[src/rtl/regfile_mp_scoreboard_pkg.sv]
// ----------------------------------------------------------------------------
// regfile_pkg
// Shared constants and width helpers for the multi-read-port register file
// and its pending-write scoreboard.
//   DATA_W_DEF   : default register width
//   NUM_REGS_DEF : default register count
//   X0_IDX       : index of the hardwired-zero register
//   addr_w()     : address width for a given register count
//   cnt_w()      : counter width able to hold 0..max_inflight
// ----------------------------------------------------------------------------
package regfile_pkg;

    localparam int DATA_W_DEF   = 32;
    localparam int NUM_REGS_DEF = 32;
    localparam int X0_IDX       = 0;

    function automatic int addr_w(input int num_regs);
        return (num_regs > 1) ? $clog2(num_regs) : 1;
    endfunction

    function automatic int cnt_w(input int max_inflight);
        return (max_inflight > 0) ? $clog2(max_inflight + 1) : 1;
    endfunction

endpackage

[src/rtl/regfile_mp_scoreboard_if.sv]
// ----------------------------------------------------------------------------
// regfile_mp_scoreboard_if
// Bundle between the ID stage (master) and the register file (slave).
//   RD_ADRS      : packed read addresses, port p at [p*ADDR_W +: ADDR_W]
//   RD_DATA      : packed read data, port p at [p*DATA_W +: DATA_W]
//   RD_BUSY      : per read port, source register has a pending write
//   WRITE_ENABLE / WB_ADDRESS / WRITE_DATA : writeback from WB
//   ISSUE_VALID / ISSUE_RD : destination of the instruction leaving ID
//   ISSUE_STALL  : destination counter is full, hold ISSUE_VALID off
//   FLUSH        : clear all pending-write counters
// ----------------------------------------------------------------------------
interface regfile_mp_scoreboard_if
    import regfile_pkg::*;
#(
    parameter int DATA_W   = DATA_W_DEF,
    parameter int NUM_REGS = NUM_REGS_DEF,
    parameter int NUM_READ = 2
);
    localparam int ADDR_W = addr_w(NUM_REGS);

    logic [NUM_READ*ADDR_W-1:0] RD_ADRS;
    logic [NUM_READ*DATA_W-1:0] RD_DATA;
    logic [NUM_READ-1:0]        RD_BUSY;
    logic                       WRITE_ENABLE;
    logic [ADDR_W-1:0]          WB_ADDRESS;
    logic [DATA_W-1:0]          WRITE_DATA;
    logic                       ISSUE_VALID;
    logic [ADDR_W-1:0]          ISSUE_RD;
    logic                       ISSUE_STALL;
    logic                       FLUSH;

    modport master (
        output RD_ADRS, WRITE_ENABLE, WB_ADDRESS, WRITE_DATA,
               ISSUE_VALID, ISSUE_RD, FLUSH,
        input  RD_DATA, RD_BUSY, ISSUE_STALL
    );

    modport slave (
        input  RD_ADRS, WRITE_ENABLE, WB_ADDRESS, WRITE_DATA,
               ISSUE_VALID, ISSUE_RD, FLUSH,
        output RD_DATA, RD_BUSY, ISSUE_STALL
    );

endinterface

[src/rtl/regfile_mp_scoreboard_sb.sv]
// ----------------------------------------------------------------------------
// regfile_scoreboard
// Per-register pending-write counters used for hazard stalls.
//   CLK, RESET   : clock, synchronous active-high reset
//   issue_valid, issue_rd : issuing instruction and its destination
//   wb_en, wb_addr        : writeback strobe and register
//   flush                 : clear every counter
//   rd_adrs  -> rd_busy   : per read port, source has writes outstanding
//   issue_stall           : destination counter already at MAX_INFLIGHT
// Optional feature macro: REGFILE_BYPASS_EN (a writeback retiring the last
// pending write of a read source clears RD_BUSY in the same cycle).
// ----------------------------------------------------------------------------
module regfile_scoreboard
    import regfile_pkg::*;
#(
    parameter  int NUM_REGS     = NUM_REGS_DEF,
    parameter  int NUM_READ     = 2,
    parameter  int MAX_INFLIGHT = 3,
    parameter  int ZERO_REG     = 1,
    localparam int ADDR_W       = addr_w(NUM_REGS),
    localparam int CNT_W        = cnt_w(MAX_INFLIGHT)
) (
    input  logic                       CLK,
    input  logic                       RESET,
    input  logic                       issue_valid,
    input  logic [ADDR_W-1:0]          issue_rd,
    input  logic                       wb_en,
    input  logic [ADDR_W-1:0]          wb_addr,
    input  logic                       flush,
    input  logic [NUM_READ*ADDR_W-1:0] rd_adrs,
    output logic [NUM_READ-1:0]        rd_busy,
    output logic                       issue_stall
);

    logic [CNT_W-1:0]  cnt [NUM_REGS];
    logic              issue_ok;
    logic [ADDR_W-1:0] rd_addr [NUM_READ];

    // A writeback to the same register frees a slot this cycle, so a full
    // counter may still accept the issue (net count unchanged).
    assign issue_stall = (cnt[issue_rd] == CNT_W'(MAX_INFLIGHT))
                         && !(wb_en && (wb_addr == issue_rd));
    assign issue_ok    = issue_valid && !issue_stall;

    for (genvar r = 0; r < NUM_REGS; r++) begin : g_cnt
        localparam bit TRACKED = !((ZERO_REG != 0) && (r == X0_IDX));
        logic inc;
        logic dec;

        assign inc = TRACKED && issue_ok && (issue_rd == ADDR_W'(r));
        assign dec = TRACKED && wb_en    && (wb_addr  == ADDR_W'(r));

        // NOTE: state is updated with non-blocking assignments so every
        // counter samples the same pre-edge values regardless of order.
        always_ff @(posedge CLK) begin
            if (RESET || flush) begin
                cnt[r] <= '0;
            end else if (inc && !dec) begin
                cnt[r] <= cnt[r] + 1'b1;
            end else if (dec && !inc && (cnt[r] != '0)) begin
                cnt[r] <= cnt[r] - 1'b1;
            end
        end
    end

    // NOTE: every output of a combinational block gets a default first so
    // no path leaves it unassigned and no latch is inferred.
    always_comb begin
        rd_busy = '0;
        for (int p = 0; p < NUM_READ; p++) begin
            rd_addr[p] = rd_adrs[p*ADDR_W +: ADDR_W];
            rd_busy[p] = (cnt[rd_addr[p]] != '0);
`ifdef REGFILE_BYPASS_EN
            // The last outstanding write lands this cycle and is bypassed.
            if (wb_en && (wb_addr == rd_addr[p]) && (cnt[rd_addr[p]] == CNT_W'(1)))
                rd_busy[p] = 1'b0;
`endif
        end
    end

endmodule

[src/rtl/regfile_mp_scoreboard.sv]
// ----------------------------------------------------------------------------
// regfile_mp_scoreboard
// Multi-read-port integer register file for the RV32IM ID stage with a
// hardwired-zero x0 and a per-register pending-write scoreboard.
//   CLK   : clock, all state updates on the rising edge
//   RESET : synchronous, active-high; clears registers and counters
//   bus   : regfile_mp_scoreboard_if slave (reads, writeback, issue, flush)
// Optional feature macro: REGFILE_BYPASS_EN -- a writeback to a read source
// is forwarded to RD_DATA in the same cycle (never for x0). Without it reads
// return the stored value until the clock edge.
// ----------------------------------------------------------------------------
module regfile_mp_scoreboard
    import regfile_pkg::*;
#(
    parameter int DATA_W       = DATA_W_DEF,
    parameter int NUM_REGS     = NUM_REGS_DEF,
    parameter int NUM_READ     = 2,
    parameter int MAX_INFLIGHT = 3,
    parameter int ZERO_REG     = 1
) (
    input logic                   CLK,
    input logic                   RESET,
    regfile_mp_scoreboard_if.slave bus
);

    localparam int ADDR_W = addr_w(NUM_REGS);

    logic [DATA_W-1:0] regs    [NUM_REGS];
    logic [ADDR_W-1:0] rd_addr [NUM_READ];
    logic [DATA_W-1:0] rd_word [NUM_READ];
    logic              wb_ok;

    assign wb_ok = bus.WRITE_ENABLE
                   && !((ZERO_REG != 0) && (bus.WB_ADDRESS == ADDR_W'(X0_IDX)));

    // NOTE: the storage array is reset because software-visible registers
    // must read zero after reset; this costs a reset path on every flop.
    always_ff @(posedge CLK) begin
        if (RESET) begin
            for (int i = 0; i < NUM_REGS; i++) regs[i] <= '0;
        end else if (wb_ok) begin
            regs[bus.WB_ADDRESS] <= bus.WRITE_DATA;
        end
    end

    always_comb begin
        bus.RD_DATA = '0;
        for (int p = 0; p < NUM_READ; p++) begin
            rd_addr[p] = bus.RD_ADRS[p*ADDR_W +: ADDR_W];
            rd_word[p] = regs[rd_addr[p]];
`ifdef REGFILE_BYPASS_EN
            if (wb_ok && (bus.WB_ADDRESS == rd_addr[p]))
                rd_word[p] = bus.WRITE_DATA;
`endif
            // x0 is forced at the mux so it reads zero regardless of storage.
            if ((ZERO_REG != 0) && (rd_addr[p] == ADDR_W'(X0_IDX)))
                rd_word[p] = '0;
            bus.RD_DATA[p*DATA_W +: DATA_W] = rd_word[p];
        end
    end

    regfile_scoreboard #(
        .NUM_REGS     (NUM_REGS),
        .NUM_READ     (NUM_READ),
        .MAX_INFLIGHT (MAX_INFLIGHT),
        .ZERO_REG     (ZERO_REG)
    ) u_scoreboard (
        .CLK         (CLK),
        .RESET       (RESET),
        .issue_valid (bus.ISSUE_VALID),
        .issue_rd    (bus.ISSUE_RD),
        .wb_en       (bus.WRITE_ENABLE),
        .wb_addr     (bus.WB_ADDRESS),
        .flush       (bus.FLUSH),
        .rd_adrs     (bus.RD_ADRS),
        .rd_busy     (bus.RD_BUSY),
        .issue_stall (bus.ISSUE_STALL)
    );

endmodule

[src/flat_wrapper.sv]
// flat-port wrapper written by rule: the top's interface ports become plain ports
module regfile_mp_scoreboard_flat import regfile_pkg::*;
#(
    parameter int DATA_W       = DATA_W_DEF,
    parameter int NUM_REGS     = NUM_REGS_DEF,
    parameter int NUM_READ     = 2,
    parameter int MAX_INFLIGHT = 3,
    parameter int ZERO_REG     = 1
)
  (CLK, RESET, bus_RD_ADRS, bus_WRITE_ENABLE, bus_WB_ADDRESS, bus_WRITE_DATA, bus_ISSUE_VALID, bus_ISSUE_RD, bus_FLUSH, bus_RD_DATA, bus_RD_BUSY, bus_ISSUE_STALL);
  regfile_mp_scoreboard_if #(.DATA_W(DATA_W), .NUM_REGS(NUM_REGS), .NUM_READ(NUM_READ)) bus_i ();
  input logic CLK;
  input logic RESET;
  input wire logic [$bits(bus_i.RD_ADRS)-1:0] bus_RD_ADRS;
  input wire logic [$bits(bus_i.WRITE_ENABLE)-1:0] bus_WRITE_ENABLE;
  input wire logic [$bits(bus_i.WB_ADDRESS)-1:0] bus_WB_ADDRESS;
  input wire logic [$bits(bus_i.WRITE_DATA)-1:0] bus_WRITE_DATA;
  input wire logic [$bits(bus_i.ISSUE_VALID)-1:0] bus_ISSUE_VALID;
  input wire logic [$bits(bus_i.ISSUE_RD)-1:0] bus_ISSUE_RD;
  input wire logic [$bits(bus_i.FLUSH)-1:0] bus_FLUSH;
  output wire logic [$bits(bus_i.RD_DATA)-1:0] bus_RD_DATA;
  output wire logic [$bits(bus_i.RD_BUSY)-1:0] bus_RD_BUSY;
  output wire logic [$bits(bus_i.ISSUE_STALL)-1:0] bus_ISSUE_STALL;
  assign bus_i.RD_ADRS = bus_RD_ADRS;
  assign bus_i.WRITE_ENABLE = bus_WRITE_ENABLE;
  assign bus_i.WB_ADDRESS = bus_WB_ADDRESS;
  assign bus_i.WRITE_DATA = bus_WRITE_DATA;
  assign bus_i.ISSUE_VALID = bus_ISSUE_VALID;
  assign bus_i.ISSUE_RD = bus_ISSUE_RD;
  assign bus_i.FLUSH = bus_FLUSH;
  assign bus_RD_DATA = bus_i.RD_DATA;
  assign bus_RD_BUSY = bus_i.RD_BUSY;
  assign bus_ISSUE_STALL = bus_i.ISSUE_STALL;
  regfile_mp_scoreboard #(.DATA_W(DATA_W), .NUM_REGS(NUM_REGS), .NUM_READ(NUM_READ), .MAX_INFLIGHT(MAX_INFLIGHT), .ZERO_REG(ZERO_REG)) u_core (.CLK(CLK), .RESET(RESET), .bus(bus_i));
endmodule
[config.mk]
export PLATFORM = sky130hd
export DESIGN_NAME = regfile_mp_scoreboard_flat
export DESIGN_NICKNAME = d
export VERILOG_FILES = /design/src/rtl/regfile_mp_scoreboard_pkg.sv /design/src/rtl/regfile_mp_scoreboard_if.sv /design/src/rtl/regfile_mp_scoreboard_sb.sv /design/src/rtl/regfile_mp_scoreboard.sv /design/src/flat_wrapper.sv
export SDC_FILE = /design/constraint.sdc
export NUM_CORES = 2
export LEC_CHECK = 0
export BUFFER_PORTS_ARGS = -buffer_cell sky130_fd_sc_hd__buf_4
export CORE_UTILIZATION = 64
export CTS_CLUSTER_SIZE = 16
export DETAILED_ROUTE_END_ITERATION = 7
export PLACE_DENSITY = 0.81
export SYNTH_ARGS = -nofsm -noshare
export SYNTH_HDL_FRONTEND = slang
export SYNTH_SLANG_ARGS = --single-unit
[constraint.sdc]
create_clock -name CLK -period 5.1 [get_ports CLK]
set_input_delay 1.02 -clock CLK [delete_from_list [all_inputs] [get_ports CLK]]
set_output_delay 1.02 -clock CLK [all_outputs]
set_load 0.02 [all_outputs]
==> flow_summary.toml <==
[timing]
worst_slew_pin_slew_ns = 1.18
final.setup.tns_ns = 0
period_share = 0.964
finalSetupViolations = 0
slew_violations = 0
hold_viol = 0
whs_ns = 0.602
skew_ns = 0.0173
slew-limit-headroom = 0.214
final.min_clock_period_ns = 4.91
fmax_ghz = 0.203
grt_setup_unrepaired = "false"

[yosys]
synth_top_area_cell = "edfxtp_1"
yosysSeqAreaShare = 0.544
synth.distinct_cells = 60
synth.area.top_cells = "edfxtp_1 54%, mux4_2 24%, and2_1 10%"
synth_area_per_cell_sq_um = 15.4
synthCells = 3906
synthArstFlopShare = 0
ys_seq_elements = 1086
synth-edff-count = 1086
netlist_area_sq_um = 60000
yosys_warnings = 0
synth-main-ff-cell = "edfxtp_1"
synth_top_area_frac = 0.544

[floorplan]
initial_core_util = 0.651
die_area_sq_um = 95000
std_cell_rows = 111
die_x_microns = 308
die_h_microns = 308
core_area_sq_um = 92200
ioPinCount = 124

[grt]
overflow = 0
grt_max_degree = 75
use_met3 = 0.126
grt_usage = 0.413
busiest_layer = "met2"
grt_antenna_before_repair = 13
grt_pass1_vias = 39400
use_met1 = 0.537
use_met2 = 0.620
grt_pass1_wl_microns = 274000

[hold_path]
hold_end = "u_core.u_scoreboard.cnt[9][0]"
hold_depth = 1
worstHoldStart = "u_core.u_scoreboard.cnt[9][0]"
hp-class = "flop to flop"

[routing]
drt_iter0_drc = 7092
drc_errors = 0
via_count = 39800
avgRoutedWirePerCell_microns = 36.4
route.final.wire_length_microns = 192000
drtPass1Iterations = 8
drtAntennaViolNets = 0
vias_per_cell = 7.54

[clocking]
cts_max_level = 3
holdBufCountCts = 0
ctsLongestPathBuffers = 3
clockRootBuffer = "clkbuf_16"
cts_tree = "built"
cts_sinks = 1086
insertion_delay_ns = 0.71
post_cts_resized = 0
cts-buffers-inserted = 112
clk_pin_slew_ns = 0.06
cts_setup_buffers = 0

[cells_and_area]
syn2layout_area_growth_pct = 11.1
fin_cells = 5277
nets = 4015
mostFrequentLayoutCells = "1086 x edfxtp_1, 997 x and2_1, 647 x mux4_2"
n_fill_cell = 5643
layout_commonest_cell = "edfxtp_1"
layout-drive-gt1-share = 0.298
final_area_sq_um = 66700

[worst_setup_path]
required_ns = 4.08
r2r_cells = 9
critical_path_class = "primary input to primary output"
arrival_ns = 3.89
path_max_fanout = 49
startpoint_type = "primary input"
rrSetupSlack_ns = 1.75
r2r_end = "u_core.u_scoreboard.cnt[28][1]"
rr_startpoint = "u_core.u_scoreboard.cnt[30][0]"
critPathCaptureType = "primary output"

[power]
p_switching_w = 0.00551
pwr-share-comb = 0.137
clkPwrFrac = 0.384
p_int_w = 0.0166
p_leak_nw = 22.8
power_switching_share = 0.249
pwr_density_cell_nw_per_um2 = 332
seqPwrFrac = 0.479
ir_worst_vdd_uv = 298
power_w = 0.0221

[placement]
hpwl_microns = 111000
numPortBuffers = 123
placed_area_sq_um = 62900
placed_cells = 5057
gp_congestion = 0.932

[run_status]
status = "finished, final reports clean"

[run]
cap_viol_max_count = 0
## worst max-delay path, stage by stage
cell     delay (ns)
buf_8          0.56
buf_4          0.36
mux4_2         0.56
mux4_2         0.48
mux2i_1        0.47
nor2_1         0.18
buf_4          0.22
## power by group through the flow
| stage | Sequential [W] | Clock [W] | Combinational (W) |
|---|---|---|---|
| finish | 0.0106 | 0.00849 | 0.00303 |
| global route | 0.0106 | 0.00879 | 0.00310 |
| CTS | 0.0106 | 0.00847 | 0.00295 |
| detailed placement | 0.0107 | 0 | 0.00293 |
| global placement | 0.0107 | 0 | 0.00289 |
| floorplan | 0.0106 | 0 | 0.00188 |
## sequential cells by signal, summed over array words and instances (netlist names)
signal / flops
u_core.regs: 1024
u_core.u_scoreboard.cnt: 62
## cell families after synthesis
logic type / after synthesis / synth area share
other: 1 / 0.0000625
buffers and inverters: 473 / 0.0308
XOR/XNOR: 5 / 0.000730
adder cells (fa/ha/maj): 30 / 0.00626
flip-flops: 1086 / 0.544
AO/OA/AOI/OAI: 191 / 0.0251
AND/OR/NAND/NOR: 1371 / 0.133
multiplexers: 749 / 0.260
## layer usage
metal | part of all wire | routed length (microns)
met5 | 0.00013 | 25
met4 | 0.066 | 12700
met3 | 0.16 | 30900
met2 | 0.46 | 87700
met1 | 0.32 | 60500
## synthesized netlist by cell type (11+ instances only)
library cell,n
a311o_1,15
nor3_1,35
or3_1,11
nand3_1,53
nand4_1,16
clkbuf_1,325
edfxtp_1,1086
mux2_2,20
a211oi_1,26
a2111o_1,15
nand2_1,60
a21oi_1,55
nor2_1,137
buf_2,15
ha_1,30
and2_1,997
inv_1,63
a211o_1,20
or2_2,34
mux2i_1,82
mux4_2,647
buf_1,59
## worst max-delay path by stage
stage	from	endpoint	slack [ns]	cells after the start
4_1_cts	bus_RD_ADRS[5]	bus_RD_DATA[50]	0.23	7
3_3_place_gp	bus_RD_ADRS[5]	bus_RD_DATA[50]	0.24	7
6_report	bus_RD_ADRS[5]	bus_RD_DATA[58]	0.19	7
5_1_grt	bus_RD_ADRS[5]	bus_RD_DATA[50]	0.12	7
3_5_place_dp	bus_RD_ADRS[5]	bus_RD_DATA[50]	0.24	7
2_1_floorplan	bus_RD_ADRS[5]	bus_RD_DATA[32]	0.72	6
## metrics by stage
step / utilization / setup WS, ns
final: 0.723 / 0.185
after floorplan: - / 0.723
after detailed placement: 0.682 / 0.243
after CTS: 0.722 / 0.225
after global routing: 0.723 / 0.123
after global placement: 0.682 / 0.239
## area by class of cell
class,instances,area (sq um),share of cell area
clock buffer,132,2940,0.0441
timing repair buffer,286,2560,0.0384
inverter,64,240,0.00360
sequential,1086,32600,0.489
antenna,14,35.0,0.000526
clock inverter,74,787,0.0118
multi-input combinational,2378,25900,0.389
tap,1243,1560,0.0233
Power figures use the tool's default switching activity.
